==> src/rtl/pipe_ctrl_sb.sv <==
// Scoreboard pipeline controller: per-register latency interlock and irq drain FSM.
// Optional WFI wait-for-interrupt stall is enabled by defining PIPE_CTRL_WFI_EN.
module pipe_ctrl_sb #(
  parameter int NREG    = 32,
  parameter int MAX_LAT = 7,
  parameter int XLEN    = 32,
  localparam int AW     = $clog2(NREG),
  localparam int LW     = $clog2(MAX_LAT + 1)
) (
  input  logic            clk_i,
  input  logic            rst_i,
  input  logic            id_valid_i,
  input  logic            id_op1_is_reg_i,
  input  logic            id_op2_is_reg_i,
  input  logic [AW-1:0]   id_rs1_i,
  input  logic [AW-1:0]   id_rs2_i,
  input  logic [AW-1:0]   id_rd_i,
  input  logic            id_reg_write_i,
  input  logic [LW-1:0]   id_lat_i,
  input  logic            ex_branch_jump_i,
  input  logic [XLEN-1:0] ex_jump_addr_i,
  input  logic [XLEN-1:0] ex_pc_i,
  input  logic [XLEN-1:0] id_pc_i,
  input  logic            ex_mret_i,
  input  logic            ex_wfi_i,
  input  logic            irq_pending_i,
  input  logic            irq_wake_en_i,
  input  logic [XLEN-1:0] mtvec_i,
  input  logic [XLEN-1:0] mepc_i,
  input  logic            L1IC_core_wait_i,
  input  logic            L1DC_core_wait_i,
  output logic            L1IC_core_req_o,
  output logic            if_pc_stall_o,
  output logic            id_stall_o,
  output logic            ex_stall_o,
  output logic            mem_stall_o,
  output logic            wb_stall_o,
  output logic            id_bubble_o,
  output logic            ex_bubble_o,
  output logic            if_pc_flush_o,
  output logic [XLEN-1:0] if_pc_flush_addr_o,
  output logic            interrupt_taken_o,
  output logic            interrupt_return_o,
  output logic [XLEN-1:0] interrupt_mepc_o,
  output logic [NREG-1:0] sb_busy_o
);

  typedef enum logic [1:0] {IDLE, DRAIN, TRAP} state_t;

  state_t        state;
  logic [LW-1:0] cnt [NREG];
  logic          rst_done;
  logic          glob, drain, trap;
  logic          raw, cand, waw, wfi_hold;
  logic          issue, all_clear;
  logic [LW-1:0] lat_eff;

  assign glob  = L1DC_core_wait_i | ~rst_done;
  assign drain = (state == DRAIN);
  assign trap  = (state == TRAP);

  assign lat_eff = (id_lat_i > LW'(MAX_LAT)) ? LW'(MAX_LAT) : id_lat_i;

  always_comb begin
    for (int r = 0; r < NREG; r++) sb_busy_o[r] = (cnt[r] != '0);
  end
  assign all_clear = ~|sb_busy_o;

  assign raw = (id_op1_is_reg_i && id_rs1_i != '0 && cnt[id_rs1_i] > LW'(1))
            || (id_op2_is_reg_i && id_rs2_i != '0 && cnt[id_rs2_i] > LW'(1));
  assign cand = id_valid_i & id_reg_write_i & (id_rd_i != '0);
  assign waw  = cand && (cnt[id_rd_i] > id_lat_i);

`ifdef PIPE_CTRL_WFI_EN
  assign wfi_hold = ex_wfi_i & irq_wake_en_i & ~trap;
`else
  logic unused_wfi;
  assign unused_wfi = ex_wfi_i ^ irq_wake_en_i;
  assign wfi_hold   = 1'b0;
`endif

  // TRAP releases the front end so the trapping instruction gets flushed
  assign if_pc_stall_o = glob
    | (~trap & (raw | waw | L1IC_core_wait_i | drain | wfi_hold));
  assign id_stall_o  = if_pc_stall_o;
  assign ex_stall_o  = glob | (~trap & (drain | wfi_hold));
  assign mem_stall_o = glob;
  assign wb_stall_o  = glob;

  always_comb begin
    if_pc_flush_o      = 1'b0;
    if_pc_flush_addr_o = '0;
    interrupt_taken_o  = 1'b0;
    interrupt_return_o = 1'b0;
    interrupt_mepc_o   = '0;
    if (rst_done) begin
      if (trap) begin
        if_pc_flush_o      = 1'b1;
        if_pc_flush_addr_o = mtvec_i;
        interrupt_taken_o  = 1'b1;
        if (ex_branch_jump_i) interrupt_mepc_o = ex_jump_addr_i;
`ifdef PIPE_CTRL_WFI_EN
        else if (ex_wfi_i)    interrupt_mepc_o = ex_pc_i + XLEN'(4);
`endif
        else                  interrupt_mepc_o = ex_pc_i;
      end else if (~drain && ex_branch_jump_i
                   && ex_jump_addr_i != id_pc_i) begin
        if_pc_flush_o      = 1'b1;
        if_pc_flush_addr_o = ex_jump_addr_i;
      end else if (~drain && ex_mret_i) begin
        if_pc_flush_o      = 1'b1;
        if_pc_flush_addr_o = mepc_i;
        interrupt_return_o = 1'b1;
      end
    end
  end

  assign id_bubble_o     = if_pc_flush_o;
  assign ex_bubble_o     = if_pc_flush_o | (ex_stall_o & ~mem_stall_o);
  assign L1IC_core_req_o = rst_done & ~if_pc_flush_o;

  assign issue = cand & ~id_stall_o & ~id_bubble_o;

  always_ff @(posedge clk_i or posedge rst_i) begin
    if (rst_i) begin
      for (int r = 0; r < NREG; r++) cnt[r] <= '0;
      state    <= IDLE;
      rst_done <= 1'b0;
    end else begin
      rst_done <= 1'b1;
      for (int r = 0; r < NREG; r++) begin
        if (issue && id_rd_i == AW'(r))
          cnt[r] <= lat_eff;
        else if (cnt[r] != '0 && ~mem_stall_o)
          cnt[r] <= cnt[r] - LW'(1);
      end
      unique case (state)
        IDLE:  if (irq_pending_i) state <= DRAIN;
        DRAIN: begin
          if (~irq_pending_i) state <= IDLE;
          else if (all_clear) state <= TRAP;
        end
        TRAP:    state <= IDLE;
        default: state <= IDLE;
      endcase
    end
  end

endmodule
==> config.mk <==
export PLATFORM = sky130hd
export DESIGN_NAME = pipe_ctrl_sb
export DESIGN_NICKNAME = d
export VERILOG_FILES = /design/src/rtl/pipe_ctrl_sb.sv
export SDC_FILE = /design/constraint.sdc
export NUM_CORES = 1
export LEC_CHECK = 0
export BUFFER_PORTS_ARGS = -buffer_cell sky130_fd_sc_hd__buf_2
export CORE_MARGIN = 2
export CORE_UTILIZATION = 45
export CTS_BUF_LIST = sky130_fd_sc_hd__clkbuf_8
export DETAILED_ROUTE_END_ITERATION = 8
export GPL_TIMING_DRIVEN = 0
export HOLD_SLACK_MARGIN = 0.12
export PLACE_DENSITY_LB_ADDON = 0.05
export REMOVE_ABC_BUFFERS = 1
export SLEW_MARGIN = 20
export SYNTH_ARGS = -nofsm -noshare
export SYNTH_HDL_FRONTEND = slang
export SYNTH_SLANG_ARGS = --single-unit
==> constraint.sdc <==
create_clock -name clk_i -period 7.6 [get_ports clk_i]
set_input_delay 0 -clock clk_i [delete_from_list [all_inputs] [get_ports clk_i]]
set_output_delay 0 -clock clk_i [all_outputs]
set_load 0.02 [all_outputs]
==> metrics, run 1 <==
crit-path leading delay family multiplexers; worst-margin pin slew 1.010 ns; first-pass GRT wire length 51340 microns; status completed; area of the multi-input gates 0.006556 sq mm; gr busiest metal met2; unrepaired setup endpoints after global routing false; fill count 2037; area delta synth->final 20.94%; root buf cell clkbuf_8; Post-synth EDFFs 0; WL/cell 21.56 microns; core area 0.02096 sq mm; Synth Instances 1052; max_cap viols 0; IO Count 298; DRT Pass-1 Iters 5; Initial Util 45.65%; FMAX 219.1 MHz; Post-DRT Antenna Nets 0; met3 Usage GRT 7.317%; Clk pin slew, worst setup/hold paths 0.09 ns; Static Leak 0.005950 uW; Slew Viols, Final 0; crit share post-route 60.06%; Setup CP Type primary input to output port; All-Layer GR Usage 30.54%; DP Worst Slack 2.599 ns; layout cells sized above 1 30.69%; syn_area_per_cell 9.094 sq um; min Tclk post-route 4.565 ns; die width 149.8 microns; Post-Route WL 34270 microns; gr ovfl total 0; TritonCTS clock tree done; IO buf count 295; clock sink count 99; crit path DAT 4.56 ns; post-route setup slack 3.035 ns; Yosys reg bits 99; Most used DFF post-synth dfrtp_1; met2 Use GR 48.31%; gpl congestion 0.9393; Non-Filler Instances 1589; share of the yosys chip area belonging to registers 25.90%; Sequential Area 0.002477 sq mm; met1 Usage GRT 41.37%; clock latency on the worst-skew pair 0.39 ns; CTS max path bufs 2; critical path cell sequence buf_2 -> mux4_2 -> mux4_2 -> mux2_2 -> ha_1 -> nor2b_1 -> o21ai_0 -> a221oi_1 -> a2111o_1 -> o31ai_4 -> buf_6 -> buf_6 -> nand2_1 -> buf_2; CP Max Fanout 29; CP peak stage delay 0.75 ns; crit start category primary input; initial drt markers 616; drc violations 0; Max VDD drop 0.1930 mV; nature of the critical path endpoint output port; Setup Skew 0.01490 ns; CP Depth 14; Worst EP required 7.60 ns; vias in the first global route 8715; R2R cell count 13; die span in y 149.8 microns; FFs w/ async S/R, synth 100.0%; Detailed Place HPWL 26600 microns; Finished Core Util 55.21%; power per cell area 272.0 mW/mm^2; Final Hold Viols 0; Cells after DPL 1569; TritonCTS Buffers 9; number of H-tree levels 3; Warnings, synthesis 0; Die Area 0.02244 sq mm; relative slew slack 32.67%; setup bufs post-CTS 0; # nets final 1567; crit path buf inv count 4; largest net degree at the start of global routing 57; Vias/cell 5.714; count of final setup violators 0; Worst path slowest cell buf_2; vias 9079; worst min-delay path class primary input to async pin; synth unique cells 46; antenna violations before repair 3; Mapped Area 0.009567 sq mm; Rows 53
==> path summary, 6_finish.rpt <==
check | start | to | slack [ns]
hold reg to reg | state[1] | state[1] | 0.51
setup reg to reg | cnt[49] | cnt[18] | 3.07
min in group clk_i | L1DC_core_wait_i | cnt[56] | 0.16
hold / removal | rst_i | rst_done | 0.16
setup / recovery | id_rd_i[0] | id_stall_o | 3.04
max in group asynchronous | rst_i | cnt[80] | 6.78
==> placed cells by master, fill, tap and decap left out, types with 31 or more instances in the layout <==
cell type and count:
buf_2 294, nor2_1 118, dfrtp_1 99, mux2i_1 95
inv_1 73, ha_1 67, xnor2_1 64, nand2_1 48
nand3_1 42, a21oi_1 40, nand4_1 38, mux4_2 37
nand2b_1 35, a22o_1 33, a21o_1 33, xor2_1 31
==> sequential cells by signal, summed over array words and instances, names as in the netlist <==
register / count
state: 2
rst_done: 1
cnt: 96
==> stage by stage <==
step / area (sq um) / total power [uW] / setup TNS [ns] / hold WS [ns]
after floorplan: 9276 / 2250 / 0 / 0.1317
after global placement: 11100 / 2771 / -65.53 / 0.2536
after detailed placement: 11360 / 2822 / 0 / 0.05562
after CTS: 11560 / 3162 / 0 / 0.1494
after global routing: 11570 / 3425 / 0 / 0.1942
final: 11570 / 3147 / 0 / 0.1603
==> worst min-delay path: cells and delay by family <==
family / cells / cell delay [ns]
buf+inv: 3 / 0.99
==> layer usage <==
metal	vias to the layer above	share of wire (%)
met4	2	3.1
met1	4437	44
met5	-	0.044
li1	4248	-
met3	58	8.0
met2	334	45
==> timing repair <==
item	in CTS	in global routing
hold buffers	4	0
hold endpoints to repair	119	0
resized for setup	0	0
==> synthesized netlist by cell type (4+ instances only) <==
| cell type | instances | share of area, % |
|---|---|---|
| a22o_1 | 33 | 3.0 |
| buf_2 | 7 | 0.37 |
| nand4_1 | 38 | 2.5 |
| a21oi_1 | 40 | 2.1 |
| a21o_1 | 33 | 2.6 |
| clkbuf_1 | 42 | 1.6 |
| nor2b_1 | 4 | 0.26 |
| inv_1 | 75 | 2.9 |
| buf_6 | 4 | 0.47 |
| a211oi_1 | 9 | 0.71 |
| nor3_1 | 30 | 1.6 |
| xnor2_1 | 64 | 5.9 |
| nand2b_1 | 35 | 2.3 |
| o21ai_0 | 12 | 0.63 |
| nand3_1 | 42 | 2.2 |
| nand3b_1 | 5 | 0.39 |
| nor3b_1 | 4 | 0.31 |
| xor2_1 | 31 | 2.8 |
| nor2_1 | 120 | 4.7 |
| mux2_2 | 30 | 3.5 |
| nand4_2 | 4 | 0.52 |
| nor4_1 | 8 | 0.52 |
| mux4_2 | 37 | 8.7 |
| ha_1 | 67 | 8.8 |
| buf_1 | 8 | 0.31 |
| mux2i_1 | 95 | 9.9 |
| nand2_1 | 49 | 1.9 |
| dfrtp_1 | 99 | 26 |
==> where the power goes <==
group | total, uW | internal, uW | switching (uW)
registers | 1090 | 779 | 311
clock network | 325 | 125 | 199
logic | 1730 | 816 | 916
==> kinds of logic after synthesis <==
kind of cell               after synthesis  synth area share [%]
other                                    1               0.03920
muxes                                  165                 22.53
AOI/OAI and AO/OA                      138                 10.16
DFF                                     99                 25.90
buffers and inverters                  139                 5.977
adders and majority gates               67                 8.763
and+or+nand+nor                        348                 17.93
xor gates and xnor gates                95                 8.697
==> cell type report <==
class                           count  share of cell area [%]
Antenna cell                        1                 0.02163
Clock buffer                       10                   1.190
Clock inverter                      5                  0.2704
Inverter                           75                   2.476
Multi-Input combinational cell    814                   56.67
Sequential cell                    99                   21.41
Tap cell                          275                   2.974
Timing Repair Buffer              310                   14.99
Power figures use the tool's default switching activity.
==> run 2: changes to the inputs <==
Clock period 7.6 ns to 4.4 ns, I/O delays scaled along.
==> run 2 against run 1 <==
Core utilization barely moved; cell area barely moved; combinational power rose by 73%; critical endpoint is now cnt[18]; largest cell class unchanged; largest power group unchanged.
==> metrics, run 2 (same netlist as run 1, synthesis figures left out) <==
status completed (unchanged); crit start category flip-flop (was primary input); min Tclk post-route 4.124 ns; DRT Pass-1 Iters 5 (unchanged); crit path DAT 4.41 ns (was 4.56 ns); DP Worst Slack -0.6006 ns (was 2.599 ns); root buf cell clkbuf_8 (unchanged); TritonCTS Buffers 9 (unchanged); gr ovfl total 0 (unchanged); nature of the critical path endpoint flip-flop (was output port); post-layout power 5440 uW (was 3147 uW); Clk pin slew, worst setup/hold paths 0.10 ns (was 0.09 ns); initial drt markers 636 (was 616); worst min-delay path class primary input to async pin (unchanged); die width 149.8 microns (unchanged); Rows 53 (unchanged); IO buf count 295 (unchanged); max_cap viols 0 (unchanged); Setup CP Type flip-flop to flip-flop (was primary input to output port); Initial Util 45.65% (unchanged); fill count 2036 (was 2037); Worst EP required 4.68 ns (was 7.60 ns); FMAX 242.5 MHz; drc violations 0 (unchanged); power per cell area 469.8 mW/mm^2 (was 272.0 mW/mm^2); number of H-tree levels 3 (unchanged); All-Layer GR Usage 30.54% (unchanged); relative slew slack 36.53% (was 32.67%); post-route setup slack 0.2756 ns (was 3.035 ns); Finished Core Util 55.26% (was 55.21%); Detailed Place HPWL 26600 microns (unchanged); largest net degree at the start of global routing 57 (unchanged); CTS max path bufs 2 (unchanged); core area 0.02096 sq mm (unchanged); vias 9093 (was 9079); Slew Viols, Final 0 (unchanged); layout cells sized above 1 30.75% (was 30.69%); most common cell after layout, fill and taps aside buf_2 (unchanged); Vias/cell 5.719 (was 5.714); count of final setup violators 0 (unchanged); Regs by FF count cnt (96), state (2), rst_done (1) (unchanged); Post-DRT Antenna Nets 0 (unchanged); most frequent cells in the layout buf_2 (293), nor2_1 (118), dfrtp_1 (99) (was buf_2 (294), nor2_1 (118), dfrtp_1 (99)); area delta synth->final 21.04% (was 20.94%); clock sink count 99 (unchanged); WL/cell 21.54 microns (was 21.56 microns); Setup Skew 0.01780 ns (was 0.01490 ns); clock latency on the worst-skew pair 0.40 ns (was 0.39 ns); first-pass GRT wire length 51340 microns (unchanged); Post-Route WL 34260 microns (was 34270 microns); CP Max Fanout 12 (was 29); die span in y 149.8 microns (unchanged); gpl congestion 0.9393 (unchanged); max reg flops 96 (unchanged); Max VDD drop 0.3339 mV (was 0.1930 mV); Die Area 0.02244 sq mm (unchanged); unrepaired setup endpoints after global routing false (unchanged); setup TNS 0 ns (unchanged); IO Count 298 (unchanged); Static Leak 0.005958 uW (was 0.005950 uW); antenna violations before repair 3 (unchanged); register with the most flip-flops cnt (unchanged); crit share post-route 93.74%; # nets final 1568 (was 1567); Final Hold Viols 0 (unchanged); TritonCTS clock tree done (unchanged); vias in the first global route 8720 (was 8715); worst-margin pin slew 0.9521 ns (was 1.010 ns)
-- run 2: final timing paths --
kind,startpoint,end,slack (ns),cells past startpoint
max,cnt[49],cnt[18],0.28,13
min,rst_i,rst_done,0.16,3
max reg2reg,cnt[49],cnt[18],0.28,13
min reg2reg,state[1],state[1],0.51,1
max in group asynchronous,rst_i,cnt[80],3.59,4
min in group clk_i,L1DC_core_wait_i,cnt[20],0.16,5
-- run 2: final cells by class --
type	count	area [sq um]	share of cell area [%]
inverter	75	286.5	2.474
clock buffer	10	137.6	1.189
clock inverter	5	31.28	0.2701
sequential	99	2477	21.39
tap	275	344.1	2.971
multi-input combinational	814	6556	56.62
timing repair buffer	311	1744	15.06
antenna	1	2.502	0.02161
-- run 2: worst max-delay path: stages (launching register included) --
cell	delay, ns
dfrtp_1	0.46
mux4_2	0.53
mux4_2	0.51
mux2_2	0.28
ha_1	0.29
nor2b_1	0.13
o21ai_0	0.13
a221oi_1	0.11
a2111o_1	0.40
o31ai_4	0.21
buf_6	0.20
buf_6	0.17
nand4_1	0.21
mux2_2	0.36
-- run 2: metrics by stage --
step	hold slack (ns)	area, sq um	std cells
after floorplan	0.1317	9276	988
after global placement	0.2536	11100	1558
after detailed placement	0.05562	11360	1569
after CTS	0.1494	11570	1589
after global routing	0.1942	11580	1589
final	0.1559	11580	1590
-- run 2: what timing repair did --
action	CTS	global route
endpoints found under the hold margin	119	0
setup buffers	1	0
hold buffers	4	0
resized for setup	1	0
endpoints found under the setup margin	23	0
-- run 2: metal layers --
metal	up-vias	share of wire [%]	track usage [%]
met1	4440	44	41.37
li1	4247	-	-
met5	-	0.044	0
met2	345	45	48.31
met4	2	3.0	9.575
met3	59	8.4	7.317
-- run 2: power by group --
group | switching, uW | total [uW] | internal, uW
Combinational | 1580 | 2990 | 1410
Clock | 346 | 562 | 217
Sequential | 537 | 1880 | 1350
Total | 2470 | 5440 | 2970
==> run 3: changes to the inputs <==
Settings changed: PLACE_DENSITY set to 0.72, PLACE_DENSITY_LB_ADDON 0.05 to unset, SKIP_CTS_REPAIR_TIMING set to 1.
==> run 3 against run 2 <==
Register-to-register slack better by 0.03 ns; clock skew up 0.0043 ns; clock power up 6.9%; cell count down 0.19%; die area unchanged; setup slack better by 0.031 ns; core utilization down 0.29 points; sequential share of layout area up 0.11 points; power up 0.77%.
==> metrics, run 3 (same netlist as run 1, synthesis figures left out) <==
antenna violations before repair 3 (unchanged); Slew Viols, Final 0 (unchanged); min Tclk post-route 4.093 ns (was 4.124 ns); Setup CP Type flip-flop to flip-flop (unchanged); Post-DRT Antenna Nets 0 (unchanged); initial drt markers 590 (was 636); Regs by FF count cnt (96), state (2), rst_done (1) (unchanged); core area 0.02096 sq mm (unchanged); Vias/cell 5.807 (was 5.719); Setup Skew 0.02213 ns (was 0.01780 ns); number of H-tree levels 3 (unchanged); area delta synth->final 20.42% (was 21.04%); Detailed Place HPWL 24710 microns (was 26600 microns); crit-path leading delay family multiplexers (unchanged); Switching Fraction 45.73% (was 45.36%); register with the most flip-flops cnt (unchanged); Die Area 0.02244 sq mm (unchanged); largest net degree at the start of global routing 51 (was 57); Net Sw Power 2507 uW (was 2467 uW); post-route setup slack 0.3066 ns (was 0.2756 ns); most frequent cells in the layout buf_2 (294), nor2_1 (118), dfrtp_1 (99) (was buf_2 (293), nor2_1 (118), dfrtp_1 (99)); fin area 0.01152 sq mm (was 0.01158 sq mm); # nets final 1564 (was 1568); Clk pin slew, worst setup/hold paths 0.11 ns (was 0.10 ns); die span in y 149.8 microns (unchanged); Seq pwr share 34.1% (was 34.6%); Worst EP required 4.69 ns (was 4.68 ns); clock sink count 99 (unchanged); All-Layer GR Usage 28.42% (was 30.54%); nature of the critical path endpoint flip-flop (unchanged); worst-margin pin slew 1.111 ns (was 0.9521 ns); Max VDD drop 0.3354 mV (was 0.3339 mV); CP Max Fanout 13 (was 12); relative slew slack 25.96% (was 36.53%); Clock power frac 11.0% (was 10.3%); crit share post-route 93.03% (was 93.74%); TritonCTS Buffers 9 (unchanged); gpl congestion 0.8769 (was 0.9393); IO Count 298 (unchanged); Reg2Reg Launch Point cnt[52] (was cnt[49]); power per cell area 475.9 mW/mm^2 (was 469.8 mW/mm^2); worst min-delay path class primary input to async pin (unchanged); critical path cell sequence mux4_2 -> mux4_2 -> mux2_2 -> ha_1 -> nor2b_1 -> o21ai_0 -> a221oi_1 -> a2111o_1 -> o31ai_4 -> buf_6 -> nand4_1 -> mux2_2 (was mux4_2 -> mux4_2 -> mux2_2 -> ha_1 -> nor2b_1 -> o21ai_0 -> a221oi_1 -> a2111o_1 -> o31ai_4 -> buf_6 -> buf_6 -> nand4_1 -> mux2_2); post-layout power 5482 uW (was 5440 uW); WL/cell 20.24 microns (was 21.54 microns); die width 149.8 microns (unchanged); crit path buf inv count 1 (was 2); hold slack 0.1689 ns (was 0.1559 ns); crit start category flip-flop (unchanged); max_cap viols 0 (unchanged); vias in the first global route 8778 (was 8720); CTS max path bufs 2 (unchanged); first-pass GRT wire length 48680 microns (was 51340 microns); fill count 1970 (was 2036); Static Leak 0.005934 uW (was 0.005958 uW); max reg flops 96 (unchanged); Finished Core Util 54.97% (was 55.26%); IO buf count 295 (unchanged); status completed (unchanged); launch point of the worst path cnt[52] (was cnt[49]); Int Power 2975 uW (was 2973 uW); unrepaired setup endpoints after global routing false (unchanged); CP peak stage delay 0.51 ns (was 0.53 ns); most common cell after layout, fill and taps aside buf_2 (unchanged); drc violations 0 (unchanged); Final Hold Viols 0 (unchanged); Rows 53 (unchanged); layout cells sized above 1 30.89% (was 30.75%); Worst path slowest cell mux4_2 (unchanged); clock latency on the worst-skew pair 0.41 ns (was 0.40 ns); Placed Area 0.01129 sq mm (was 0.01136 sq mm); DP Worst Slack -0.4442 ns (was -0.6006 ns); Initial Util 45.65% (unchanged); Post-Route WL 32130 microns (was 34260 microns); FMAX 244.3 MHz (was 242.5 MHz); count of final setup violators 0 (unchanged); crit path DAT 4.38 ns (was 4.41 ns); root buf cell clkbuf_8 (unchanged); vias 9216 (was 9093); TritonCTS clock tree done (unchanged); Comb power frac 54.9% (was 55.1%); gr ovfl total 0 (unchanged); DRT Pass-1 Iters 5 (unchanged)
==> run 3: final timing paths <==
path / end / slack, ns / cells past startpoint
setup / recovery: cnt[78] / 0.31 / 12
max in group asynchronous: cnt[90] / 3.60 / 4
setup reg to reg: cnt[78] / 0.31 / 12
min in group clk_i: cnt[26] / 0.17 / 5
hold reg to reg: state[1] / 0.51 / 1
hold / removal: cnt[9] / 0.17 / 3
==> run 3: layout make-up <==
class	count	area, sq um	area share [%]
diodes	1	2.502	0.02172
well taps	275	344.1	2.987
clock buffers	9	123.9	1.075
inverters	75	286.5	2.487
flip-flops and latches	99	2477	21.51
clock inverters	7	66.31	0.5756
repair buffers	307	1663	14.43
multi-input cells	814	6556	56.91
==> run 3: stage by stage <==
step	TNS [ns]	cells
2_1_floorplan	-79.43	988
3_3_place_gp	-397.27	1558
3_5_place_dp	-22.38	1566
4_1_cts	-0.01481	1582
5_1_grt	0	1586
6_report	0	1587
==> run 3: worst min-delay path, cell delays in order <==
cell           delay, ns
dlygate4sd3_1       0.53
buf_2               0.14
inv_6               0.36
==> run 3: routing by layer <==
metal	share of wire (%)	global-route usage (%)	wire length, microns
met1	42	38.67	13610
met2	46	45.46	14760
met4	2.3	7.877	730
met5	0.096	0	31
met3	9.3	6.585	3001
==> run 3: power by group through the flow <==
stage | Combinational [uW] | Clock, uW | Sequential [uW]
2_1_floorplan | 2180 | 0 | 1700
3_3_place_gp | 2860 | 0 | 1860
3_5_place_dp | 2980 | 0 | 1880
4_1_cts | 3000 | 614 | 1860
5_1_grt | 3350 | 645 | 1930
6_report | 3010 | 601 | 1870
